===== src/rtl/interrupt_controller_pkg.sv =====
// Shared constants and encodings for the interrupt controller and its channels.
// Channel-index width helper keeps the derived ID width consistent everywhere.
package interrupt_controller_pkg;

    localparam int DEF_NUM_CH      = 8;
    localparam int DEF_SYNC_STAGES = 2;

    typedef enum logic {
        MODE_LEVEL = 1'b0,
        MODE_EDGE  = 1'b1
    } mode_e;

    // Channel-index width, never narrower than one bit.
    function automatic int id_width(input int n);
        return (n > 2) ? $clog2(n) : 1;
    endfunction

endpackage


===== src/rtl/int_channel.sv =====
// One interrupt channel: input synchronizer, qualified edge detector,
// pending latch and sticky overrun flag.
module int_channel
    import interrupt_controller_pkg::*;
#(
    parameter int SYNC_STAGES = DEF_SYNC_STAGES
) (
    input  logic clk,
    input  logic rst,
    input  logic int_in,
    input  logic mode,
    input  logic ack_sel,
    output logic pending,
    output logic overrun
);

    logic [SYNC_STAGES-1:0] sync_r;
    logic [SYNC_STAGES-1:0] fill_r;
    logic                   prev_r;
    logic                   prev_ok_r;
    mode_e                  mode_r;
    logic                   pending_r;
    logic                   overrun_r;

    mode_e mode_s;
    logic  synced_s;
    logic  rise_s;
    logic  mode_chg_s;
    logic  ack_hit_s;
    logic  pending_nxt_s;
    logic  overrun_nxt_s;

    assign mode_s     = mode_e'(mode);
    assign synced_s   = sync_r[SYNC_STAGES-1];
    // fill_r marks when the chain holds real samples, so a line already high at
    // reset release is seen as a steady level rather than a fresh 0->1.
    assign rise_s     = fill_r[SYNC_STAGES-1] & prev_ok_r & synced_s & ~prev_r;
    assign mode_chg_s = (mode_s != mode_r);
    assign ack_hit_s  = ack_sel & pending_r;

    // Synchronizer, edge history and channel state registers.
    always_ff @(posedge clk) begin
        if (!rst) begin
            sync_r    <= '0;
            fill_r    <= '0;
            prev_r    <= 1'b0;
            prev_ok_r <= 1'b0;
            mode_r    <= mode_s;
            pending_r <= 1'b0;
            overrun_r <= 1'b0;
        end else begin
            sync_r    <= {sync_r[SYNC_STAGES-2:0], int_in};
            fill_r    <= {fill_r[SYNC_STAGES-2:0], 1'b1};
            prev_r    <= synced_s;
            prev_ok_r <= fill_r[SYNC_STAGES-1];
            mode_r    <= mode_s;
            pending_r <= pending_nxt_s;
            overrun_r <= overrun_nxt_s;
        end
    end

    // Next pending/overrun: mode switch clears, level tracks, edge latches.
    always_comb begin
        pending_nxt_s = pending_r;
        overrun_nxt_s = overrun_r;
        if (mode_chg_s) begin
            pending_nxt_s = 1'b0;
            overrun_nxt_s = 1'b0;
        end else begin
            case (mode_r)
                MODE_LEVEL: begin
                    pending_nxt_s = synced_s;
                    overrun_nxt_s = 1'b0;
                end
                MODE_EDGE: begin
                    if (rise_s) begin
                        pending_nxt_s = 1'b1;
                        if (ack_hit_s) begin
                            overrun_nxt_s = 1'b0;
                        end else if (pending_r) begin
                            overrun_nxt_s = 1'b1;
                        end else begin
                            overrun_nxt_s = overrun_r;
                        end
                    end else if (ack_hit_s) begin
                        pending_nxt_s = 1'b0;
                        overrun_nxt_s = 1'b0;
                    end else begin
                        pending_nxt_s = pending_r;
                        overrun_nxt_s = overrun_r;
                    end
                end
                default: begin
                    pending_nxt_s = 1'b0;
                    overrun_nxt_s = 1'b0;
                end
            endcase
        end
    end

    assign pending = pending_r;
    assign overrun = overrun_r;

endmodule


===== src/rtl/interrupt_controller.sv =====
// Interrupt controller top: NUM_CH channels, lowest-index priority encoder
// and registered irq/irq_id outputs.
module interrupt_controller
    import interrupt_controller_pkg::*;
#(
    parameter int NUM_CH      = DEF_NUM_CH,
    parameter int SYNC_STAGES = DEF_SYNC_STAGES,
    parameter int ID_W        = id_width(NUM_CH)
) (
    input  logic              clk,
    input  logic              rst,
    input  logic [NUM_CH-1:0] int_in,
    input  logic [NUM_CH-1:0] mode,
    input  logic [NUM_CH-1:0] mask,
    input  logic              global_en,
    input  logic              ack_valid,
    input  logic [ID_W-1:0]   ack_id,
    output logic              irq,
    output logic [ID_W-1:0]   irq_id,
    output logic [NUM_CH-1:0] pending,
    output logic [NUM_CH-1:0] overrun
);

    logic [NUM_CH-1:0] pending_s;
    logic [NUM_CH-1:0] overrun_s;
    logic [NUM_CH-1:0] ack_sel_s;
    logic [NUM_CH-1:0] enabled_s;
    logic [ID_W-1:0]   id_s;
    logic              irq_r;
    logic [ID_W-1:0]   irq_id_r;

    genvar gi;
    generate
        for (gi = 0; gi < NUM_CH; gi++) begin : g_ch
            // An out-of-range ack_id matches no channel and is dropped here.
            assign ack_sel_s[gi] = ack_valid && (ack_id == ID_W'(gi));

            int_channel #(
                .SYNC_STAGES (SYNC_STAGES)
            ) u_ch (
                .clk     (clk),
                .rst     (rst),
                .int_in  (int_in[gi]),
                .mode    (mode[gi]),
                .ack_sel (ack_sel_s[gi]),
                .pending (pending_s[gi]),
                .overrun (overrun_s[gi])
            );
        end
    endgenerate

    assign enabled_s = pending_s & mask;

    // Lowest-index enabled channel; scanning downward lets the lowest win.
    always_comb begin
        id_s = '0;
        for (int i = NUM_CH - 1; i >= 0; i--) begin
            id_s = enabled_s[i] ? ID_W'(i) : id_s;
        end
    end

    // Registered irq and irq_id.
    always_ff @(posedge clk) begin
        if (!rst) begin
            irq_r    <= 1'b0;
            irq_id_r <= '0;
        end else begin
            irq_r    <= global_en & (|enabled_s);
            irq_id_r <= id_s;
        end
    end

    assign irq     = irq_r;
    assign irq_id  = irq_id_r;
    assign pending = pending_s;
    assign overrun = overrun_s;

endmodule


===== config.mk =====
export PLATFORM = sky130hd
export DESIGN_NAME = interrupt_controller
export DESIGN_NICKNAME = d
export VERILOG_FILES = /design/src/rtl/interrupt_controller_pkg.sv /design/src/rtl/int_channel.sv /design/src/rtl/interrupt_controller.sv
export SDC_FILE = /design/constraint.sdc
export NUM_CORES = 1
export LEC_CHECK = 0
export BUFFER_PORTS_ARGS = -buffer_cell sky130_fd_sc_hd__buf_4
export CAP_MARGIN = 5
export CELL_PAD_IN_SITES_DETAIL_PLACEMENT = 0
export CELL_PAD_IN_SITES_GLOBAL_PLACEMENT = 2
export CORE_ASPECT_RATIO = 1.2
export CORE_MARGIN = 2
export CORE_UTILIZATION = 28
export DETAILED_ROUTE_END_ITERATION = 7
export PLACE_DENSITY = 0.77
export SETUP_SLACK_MARGIN = 0.05
export SLEW_MARGIN = 20
export SYNTH_ARGS = -nofsm -noshare
export SYNTH_HDL_FRONTEND = slang
export SYNTH_SLANG_ARGS = --single-unit

===== constraint.sdc =====
create_clock -name clk -period 1.1 [get_ports clk]
set_input_delay 0.165 -clock clk [delete_from_list [all_inputs] [get_ports clk]]
set_output_delay 0.165 -clock clk [all_outputs]
set_load 0.02 [all_outputs]

# Word-level counts from Yosys, hierarchy flattened
# Index checks and enable logic that the tools add are counted.
totals:
  regBits: 76
  input_bits: 31
  out_inout_bits: 20
  elab_cells: 250
classes:
  n_eq_ne: 31
  mux: 71
  bitwise: 51
  n_reduce_logical: 29
ops:
  columns: ["operator", "n"]
  rows:
  - ["$mux W1", 49]
  - ["$ne A3 B3 Y1 const B", 16]
  - ["$and A1 B1 Y1", 33]
  - ["$pmux W1 S2", 16]
  - ["$reduce_or A2 Y1", 9]
  - ["$not A1 Y1", 17]
  - ["$reduce_and A2 Y1", 8]
  - ["$eq A3 B3 Y1 const B", 4]
  - ["$mux W3", 4]
  - ["$and A8 B8 Y8", 1]
  - ["$logic_and A1 B1 Y1", 8]
  - ["$ne A1 B1 Y1", 8]
  - ["$reduce_or A8 Y1", 1]
  - ["$eq A3 B2 Y1 const B", 2]
  - ["$reduce_or A5 Y1", 1]
  - ["$mux W2", 2]
  - ["$eq A3 B1 Y1 const B", 1]
  - ["$logic_not A3 Y1", 1]
  - ["$reduce_or A3 Y1", 1]

# Longest topological paths before layout
# Gate-level depths: netlist of the first run.
logic_depth:
  word_depth: 8
  ltp_mapped: 6
  depth_no_buf: 4

# Cells and area by module
# A second synthesis of the first run with hierarchy kept.
hier_totals:
  cells_unflattened: 229
  hier_area_um2: 2519.9
by_module_without_submodules:
  columns: ["module", "instances", "cells_each", "area_per_inst_um2", "seq_area_each_um2"]
  rows:
  - ["int_channel", 8, 24, 282.8, 180.2]
  - ["interrupt_controller", 1, 37, 257.7, 80.1]

# Worst setup path before layout of the first run
# OpenSTA, ideal clock, no wires.
synth_path:
  path_kind: "register to register"
  start: "register g_ch[6].u_ch.pending_r"
  end: "register irq_id_r[0], in the netlist irq_id[0]"
  setup_time_ns: 0.126
  arrival_time_ns: 0.916
  t_required_ns: 0.974
  setup_slack_ns: 0.058
  path_stages_with_launch: 5
  path_buffers: 0
  period_less_slack_ns: 1.042
  cell_sequence: "dfxtp_1 nand2_1 a32o_1 a22oi_1 o22ai_1"
synth_between:
  elab_chain_len: 7
synth_lines:
  columns: ["element", "line", "text"]
  rows:
  - ["start: declaration", "int_channel.sv:22", "logic pending_r;"]
  - ["start signal: assignment", "int_channel.sv:57", "pending_r <= pending_nxt_s;"]
  - ["$and A8 B8 Y8", "interrupt_controller.sv:52", "assign enabled_s = pending_s & mask;"]
  - ["$mux W3 (3 in series)", "interrupt_controller.sv:58", "id_s = enabled_s[i] ? ID_W'(i) : id_s;"]
  - ["$mux W2 (2 in series)", "interrupt_controller.sv:58", null]
  - ["$mux W1", "interrupt_controller.sv:58", null]
  - ["end signal: assignment", "interrupt_controller.sv:69", "irq_id_r <= id_s;"]
  - ["end: declaration", "interrupt_controller.sv:30", "logic [ID_W-1:0] irq_id_r;"]
# No other way between the ends.
# A chain may end at the register's enable or synchronous reset.

==> summary.txt, run 1 <==
GRT
  – Vias in the first global route: 1477
  – Wire length of the first global-routing pass: 6690 um
  – Largest net degree at the start of global routing: 31
  – All-layer global routing usage: 11.0%
  – Antenna violations before repair: 0
  – Total gr overflow: 0

Pwr
  – P_leak: 1.08 nW
  – Pwr per Cell Area: 1240 nW/um^2
  – Reported net switching power: 0.000729 W
  – Max VDD drop: 446 uV
  – Fraction of power consumed by sequential logic: 61.8%
  – Internal portion of total power: 0.00263 W
  – Switching Fraction: 21.7%
  – Total Power Consumption: 0.00336 W
  – Part of the total power dissipated in the clock network: 30.0%
  – Combinational cell fraction of total power: 8.2%

Setup path
  – R2R depth: 5
  – Worst setup path category: reg -> reg
  – Arrival time at the worst endpoint: 1.26 ns
  – Highest fanout seen on the critical path: 8
  – Startpoint type of the worst setup path: flop
  – Critical Path Slowest Stage Cell: dfxtp_4
  – CP peak stage delay: 0.38 ns
  – Kind of end point of the critical path: flop
  – Critical path data required time: 1.30 ns
  – Cell class contributing the biggest share of worst-path delay: simple AND/OR/NAND/NOR gates
  – Cell depth of the worst setup path: 5
  – Buffers plus inverters on the worst setup path: 1
  – Critical path cell sequence: nand2_8, nor3b_4, buf_4, nand3b_1, nand3_1

Cells and area
  – Share of layout cells above drive strength 1: 36.6%
  – Area delta synth->final: 33.7%
  – Number of inserted filler cells in the final layout: 719
  – Count of nets after finishing: 289
  – Post-Layout Cell Count: 344
  – Combined area of the multi-input logic cells: 807 um^2
  – N_diodes: 0
  – Sequential cell area: 1120 um^2

Placed design
  – Final RePlAce weighted congestion: 0.725
  – Placed Cells: 322
  – Count of input and output buffers: 50
  – HPWL Detailed: 3050 um

Routing
  – Routed length per instance: 12.0 um
  – Number of iterations in the first detailed-routing pass: 4
  – Via density: 4.45
  – Initial DRC count: 65
  – Vias post-DR: 1531
  – Post-detailed-route count of antenna-violating nets: 0
  – Post-route DRC: 0
  – Overall routed net length: 4140 um

STA
  – Post-route worst hold slack: 0.0716 ns
  – Worst-case headroom to the max-slew limit: 80.4%
  – Slew Viols, Final: 0
  – Fin crit share: 96.9%
  – Minimum clock period: 1.07 ns
  – Setup violators final: 0
  – Worst clock skew: 0.0112 ns
  – RSZ-0062 raised after global routing: true
  – Total Neg Setup Slack: 0 ns
  – Count of final hold-check violations: 0
  – Highest clock rate: 938 MHz
  – Worst Max-Slew Pin Slew: 0.293 ns

Floorplanning
  – Floorplan die area: 7930 um^2
  – Core region area: 6940 um^2
  – Ports placed on the boundary: 51
  – Cell Rows: 33
  – Die width: 81.6 um
  – Initial cell density of the core: 29.2%
  – Y dimension of the die: 97.1 um

Logic synthesis
  – Most common cell in the netlist: dfxtp_1
  – Flops & latches, synth: 55
  – Mapped Avg Cell Area: 10.1 um^2
  – Dominant synthesized flop cell: dfxtp_1
  – Post-synthesis async set-or-reset flop share: 0%
  – Number of distinct library cells after synthesis: 30
  – Number of instances in the synthesized netlist: 200
  – Share of the synthesized area in the top cell type: 54.4%
  – Number of synthesized flops with an enable pin: 0
  – Synthesized net count: 231
  – Count of warnings emitted by yosys: 0
  – Post-synthesis sequential area ratio: 54.4%
  – Top cells by area, synth: dfxtp_1 54%, and2_1 8.0%, buf_4 6.7%, a21oi_1 4.2%, nand3_1 3.5%
  – Synthesized area: 2020 um^2
  – Largest area contributor in the synthesized netlist: dfxtp_1
  – Most used standard cells in the synthesized netlist: 55 x dfxtp_1, 26 x and2_1, 18 x buf_4

Clocking
  – Clock tree root buffer cell: clkbuf_8
  – Number of CTS-inserted buffers: 5
  – Clock Pin Slew Worst Setup and Hold Paths: 0.09 ns
  – TritonCTS clock tree: yes
  – Latest clock arrival within the worst-skew pair: 0.30 ns
  – Number of H-tree levels: 2
  – Sinks on the clock net: 55
  – Number of buffers between clock root and the deepest sink: 2

Hold path
  – Worst Hold Depth: 2
  – Class of the tightest hold or removal check: in -> reg

Run
  – Max-cap violation count: 0

Run status
  – Result of the run: complete, no violations
## worst paths after layout
path,start,to,slack (ns)
worst min-delay path,int_in[7],g_ch[7].u_ch.sync_r[0],0.07
worst min register to register,g_ch[4].u_ch.sync_r[0],g_ch[4].u_ch.sync_r[1],0.43
worst max-delay path,g_ch[3].u_ch.fill_r[1],g_ch[0].u_ch.pending,0.03
worst max register to register,g_ch[3].u_ch.fill_r[1],g_ch[0].u_ch.pending,0.03
## flip-flops by register name, indices dropped and copies added, names as in the netlist
signal,count
irq,1
g_ch.u_ch.pending,8
g_ch.u_ch.overrun,8
irq_id,3
g_ch.u_ch.fill_r,2
g_ch.u_ch.mode_r,8
g_ch.u_ch.prev_ok_r,1
g_ch.u_ch.sync_r,16
g_ch.u_ch.prev_r,8
## layout make-up
class	count	area share, %
Timing Repair Buffer	73	21.8
Clock buffer	6	2.68
Multi-Input combinational cell	122	29.8
Inverter	1	0.139
Tap cell	87	4.02
Sequential cell	55	41.5
## stage by stage
| stage | area (um^2) | setup slack (ns) | util (%) |
|---|---|---|---|
| 6_report | 2710 | 0.0337 | 39.0 |
| 3_5_place_dp | 2410 | -0.0264 | 34.7 |
| 2_1_floorplan | 2020 | 0.0585 | - |
| 3_3_place_gp | 2410 | 0.00802 | 34.7 |
| 5_1_grt | 2710 | -0.0687 | 39.0 |
| 4_1_cts | 2670 | 0.000961 | 38.5 |
## power by group through the flow
| stage | clock network (W) | registers, W | logic [W] |
|---|---|---|---|
| CTS | 0.00107 | 0.00208 | 0.000279 |
| detailed placement | 0 | 0.00213 | 0.000249 |
| global placement | 0 | 0.00213 | 0.000248 |
| finish | 0.00101 | 0.00208 | 0.000275 |
| global route | 0.00113 | 0.00208 | 0.000306 |
| floorplan | 0 | 0.00212 | 0.000113 |
## routing by layer
metal	vias to the layer above	GRT usage [%]	part of all wire [%]
met3	6	2.88	5.6
li1	798	-	-
met4	0	4.62	1.8
met1	690	12.8	43
met5	-	0	0
met2	37	18.7	49
## placed cells by master (no fill, tap or decap)
cell / netlist / routed
buf_4: 18 / 59
dfxtp_1: 55 / 45
and2_1: 26 / 26
a21oi_1: 17 / 16
nand3_1: 14 / 14
nand2_1: 15 / 14
nor2_1: 11 / 11
dlygate4sd3_1: 0 / 8
o2bb2ai_1: 6 / 6
dfxtp_2: 0 / 6
buf_6: 0 / 6
a311oi_1: 5 / 5
clkbuf_8: 0 / 5
nor3b_2: 5 / 4
dfxtp_4: 0 / 4
nor3b_4: 1 / 3
nor2b_1: 2 / 2
nor3b_1: 3 / 2
nand3b_1: 2 / 2
nand4_1: 2 / 2
nand2_8: 0 / 1
a21oi_2: 0 / 1
a311oi_2: 1 / 1
nand2_2: 0 / 1
and4_1: 1 / 1
a22oi_1: 2 / 1
and2b_1: 1 / 1
a41o_1: 1 / 1
a41oi_1: 1 / 1
and2_2: 1 / 1
a32o_2: 0 / 1
a22oi_2: 0 / 1
a21o_1: 1 / 1
o22ai_1: 1 / 1
inv_1: 1 / 1
nor3_1: 1 / 1
clkbuf_1: 3 / 1
## worst reg2reg max path, delay by kind of cell (launching register included)
family / cells / cell delay (ns)
and+or+nand+nor: 4 / 0.46
DFF: 1 / 0.38
buffers and inverters: 1 / 0.14
## cell families after synthesis
| family | count (synthesis) | share of synthesized area, % |
|---|---|---|
| AO/OA/AOI/OAI | 36 | 12.5 |
| buffers and inverters | 23 | 7.66 |
| flip-flops | 55 | 54.4 |
| AND/OR/NAND/NOR | 86 | 25.4 |
## timing repair
action	4_1_cts	5_1_grt
buffers inserted	6	2
hold buffers	8	0
resized for setup	21	7
endpoints found under the setup margin	17	19
endpoints found under the hold margin	8	0
pin swaps	10	3
cloned	0	0
No activity file was read; power rests on OpenSTA's default activity.
==> inputs of run 2 (changes only) <==
Settings changed: CORE_MARGIN 2 to 10.
==> summary.txt, run 2 (same netlist as run 1, synthesis figures left out) <==
STA
  – Worst-case headroom to the max-slew limit: 78.9% (-1.6 points)
  – RSZ-0062 raised after global routing: true
  – Minimum clock period: 1.10 ns (+0.0303 ns)
  – Setup violators final: 0 (unchanged)
  – Worst clock skew: 0.00874 ns (-0.00251 ns)
  – Post-route worst hold slack: 0.0707 ns (-0.000898 ns)
  – Highest clock rate: 912 MHz (-2.8%)
  – Worst Max-Slew Pin Slew: 0.317 ns (+0.0237 ns)
  – Count of final hold-check violations: 0 (unchanged)
  – Slew Viols, Final: 0 (unchanged)
  – Fin crit share: 99.7% (+2.8 points)

Setup path
  – Cell class contributing the biggest share of worst-path delay: simple AND/OR/NAND/NOR gates
  – Kind of end point of the critical path: flop
  – Buffers plus inverters on the worst setup path: 1 (unchanged)
  – CP peak stage delay: 0.38 ns (about the same)
  – Worst setup path category: reg -> reg
  – Critical path cell sequence: nand2_8, nor3b_4, buf_4, nand3b_1, nand3_1
  – Highest fanout seen on the critical path: 8 (unchanged)
  – Arrival time at the worst endpoint: 1.29 ns (+0.03 ns)
  – Critical Path Slowest Stage Cell: dfxtp_4
  – Startpoint type of the worst setup path: flop
  – Critical path data required time: 1.29 ns (about the same)

Clocking
  – Clock tree root buffer cell: clkbuf_8
  – Number of CTS-inserted buffers: 5 (unchanged)
  – Clock Pin Slew Worst Setup and Hold Paths: 0.09 ns (about the same)
  – Number of H-tree levels: 2 (unchanged)
  – TritonCTS clock tree: yes
  – Latest clock arrival within the worst-skew pair: 0.30 ns (about the same)
  – Sinks on the clock net: 55 (unchanged)
  – Number of buffers between clock root and the deepest sink: 2 (unchanged)

Placed design
  – Count of input and output buffers: 50 (unchanged)
  – HPWL Detailed: 3440 um (+13%)
  – Final RePlAce weighted congestion: 0.741 (+2.2%)
  – Placed Cells: 322 (unchanged)

Cells and area
  – Share of layout cells above drive strength 1: 37.1% (+0.49 points)
  – Most common cell after layout, fill and taps aside: buf_4
  – Count of nets after finishing: 289 (unchanged)
  – Highest-count cells in the layout ignoring fill and taps: 57 x buf_4, 45 x dfxtp_1, 26 x and2_1, 15 x a21oi_1
  – Largest register FFs: 16 (unchanged)
  – Number of inserted filler cells in the final layout: 713 (-0.83%)
  – N_diodes: 0 (unchanged)
  – Area delta synth->final: 35.1%
  – Post-Layout Cell Count: 346 (+0.58%)
  – Register name with the most flops: g_ch.u_ch.sync_r

GRT
  – Vias in the first global route: 1517 (+2.7%)
  – All-layer global routing usage: 8.32% (-2.7 points)
  – Largest net degree at the start of global routing: 33 (+6.5%)
  – Total gr overflow: 0 (unchanged)
  – Wire length of the first global-routing pass: 7600 um (+13%)
  – Antenna violations before repair: 0 (unchanged)

Run
  – Max-cap violation count: 0 (unchanged)

Floorplanning
  – Ports placed on the boundary: 51 (unchanged)
  – Y dimension of the die: 113 um (+16%)
  – Core region area: 6940 um^2 (unchanged)
  – Die width: 97.6 um (+20%)
  – Initial cell density of the core: 29.2% (unchanged)
  – Floorplan die area: 11000 um^2 (+39%)
  – Cell Rows: 33 (unchanged)

Pwr
  – Max VDD drop: 476 uV (+6.8%)
  – Total Power Consumption: 0.00341 W (+1.5%)
  – P_leak: 1.09 nW (+0.77%)
  – Pwr per Cell Area: 1250 nW/um^2 (+0.42%)

Routing
  – Post-detailed-route count of antenna-violating nets: 0 (unchanged)
  – Number of iterations in the first detailed-routing pass: 4 (unchanged)
  – Post-route DRC: 0 (unchanged)
  – Vias post-DR: 1510 (-1.4%)
  – Routed length per instance: 13.1 um (+9.2%)
  – Overall routed net length: 4550 um (+9.8%)
  – Via density: 4.36 (-1.9%)
  – Initial DRC count: 28 (-57%)

Run status
  – Result of the run: complete, no violations

Hold path
  – Class of the tightest hold or removal check: in -> reg
[run 2: layout make-up]
type	count	area, um^2	share of cell area (%)
flip-flops and latches	55	1130	41.2
multi-input cells	122	817	29.9
repair buffers	73	598	21.9
well taps	87	109	3.98
clock buffers	7	76.3	2.79
clock inverters	1	5.00	0.183
inverters	1	3.75	0.137
[run 2: stage by stage]
step	TNS [ns]	utilization (%)	area, um^2	setup slack, ns
3_5_place_dp	-0.0145	34.7	2410	-0.0145
6_report	0	39.4	2740	0.00337
2_1_floorplan	0	-	2020	0.0585
5_1_grt	-0.432	39.4	2740	-0.0765
4_1_cts	0	38.3	2660	0.000716
3_3_place_gp	-0.00435	34.7	2410	-0.00435
[run 2: report_power, final]
| group | leakage (nW) | switching (W) | internal (W) |
|---|---|---|---|
| clock | 0.0422 | 0.000607 | 0.000449 |
| sequential | 0.457 | 0.0000312 | 0.00204 |
| combinational | 0.591 | 0.000120 | 0.000159 |
| total | 1.09 | 0.000758 | 0.00265 |
[run 2: worst register-to-register path, stage by stage (launching register included)]
cell and delay, ns:
dfxtp_4 0.38, nand2_8 0.09, nor3b_4 0.22, buf_4 0.14, nand3b_1 0.09, nand3_1 0.07
[run 2: path summary, 6_finish.rpt]
kind / start / to / slack, ns / depth (start not counted)
worst max register to register: g_ch[3].u_ch.fill_r[1] / g_ch[4].u_ch.pending / 0.003 / 5
worst min register to register: g_ch[5].u_ch.fill_r[0] / g_ch[3].u_ch.fill_r[1] / 0.44 / 1
worst max-delay path: g_ch[3].u_ch.fill_r[1] / g_ch[4].u_ch.pending / 0.003 / 5
worst min-delay path: int_in[3] / g_ch[3].u_ch.sync_r[0] / 0.07 / 2
[run 2: per-layer routing]
| layer | track usage (%) | up-vias | wire (um) | share of wire, % |
|---|---|---|---|---|
| li1 | - | 796 | - | - |
| met4 | 3.79 | 0 | 82 | 1.8 |
| met5 | 0 | - | 0 | 0 |
| met3 | 2.43 | 5 | 239 | 5.3 |
| met2 | 13.0 | 39 | 2070 | 45 |
| met1 | 10.3 | 670 | 2160 | 47 |
[run 2: timing repair]
action / CTS / global route
pin swaps: 11 / 5
resized for setup: 22 / 11
endpoints found under the setup margin: 18 / 20
setup buffers: 4 / 5
hold buffers: 8 / 0
endpoints found under the hold margin: 8 / 0
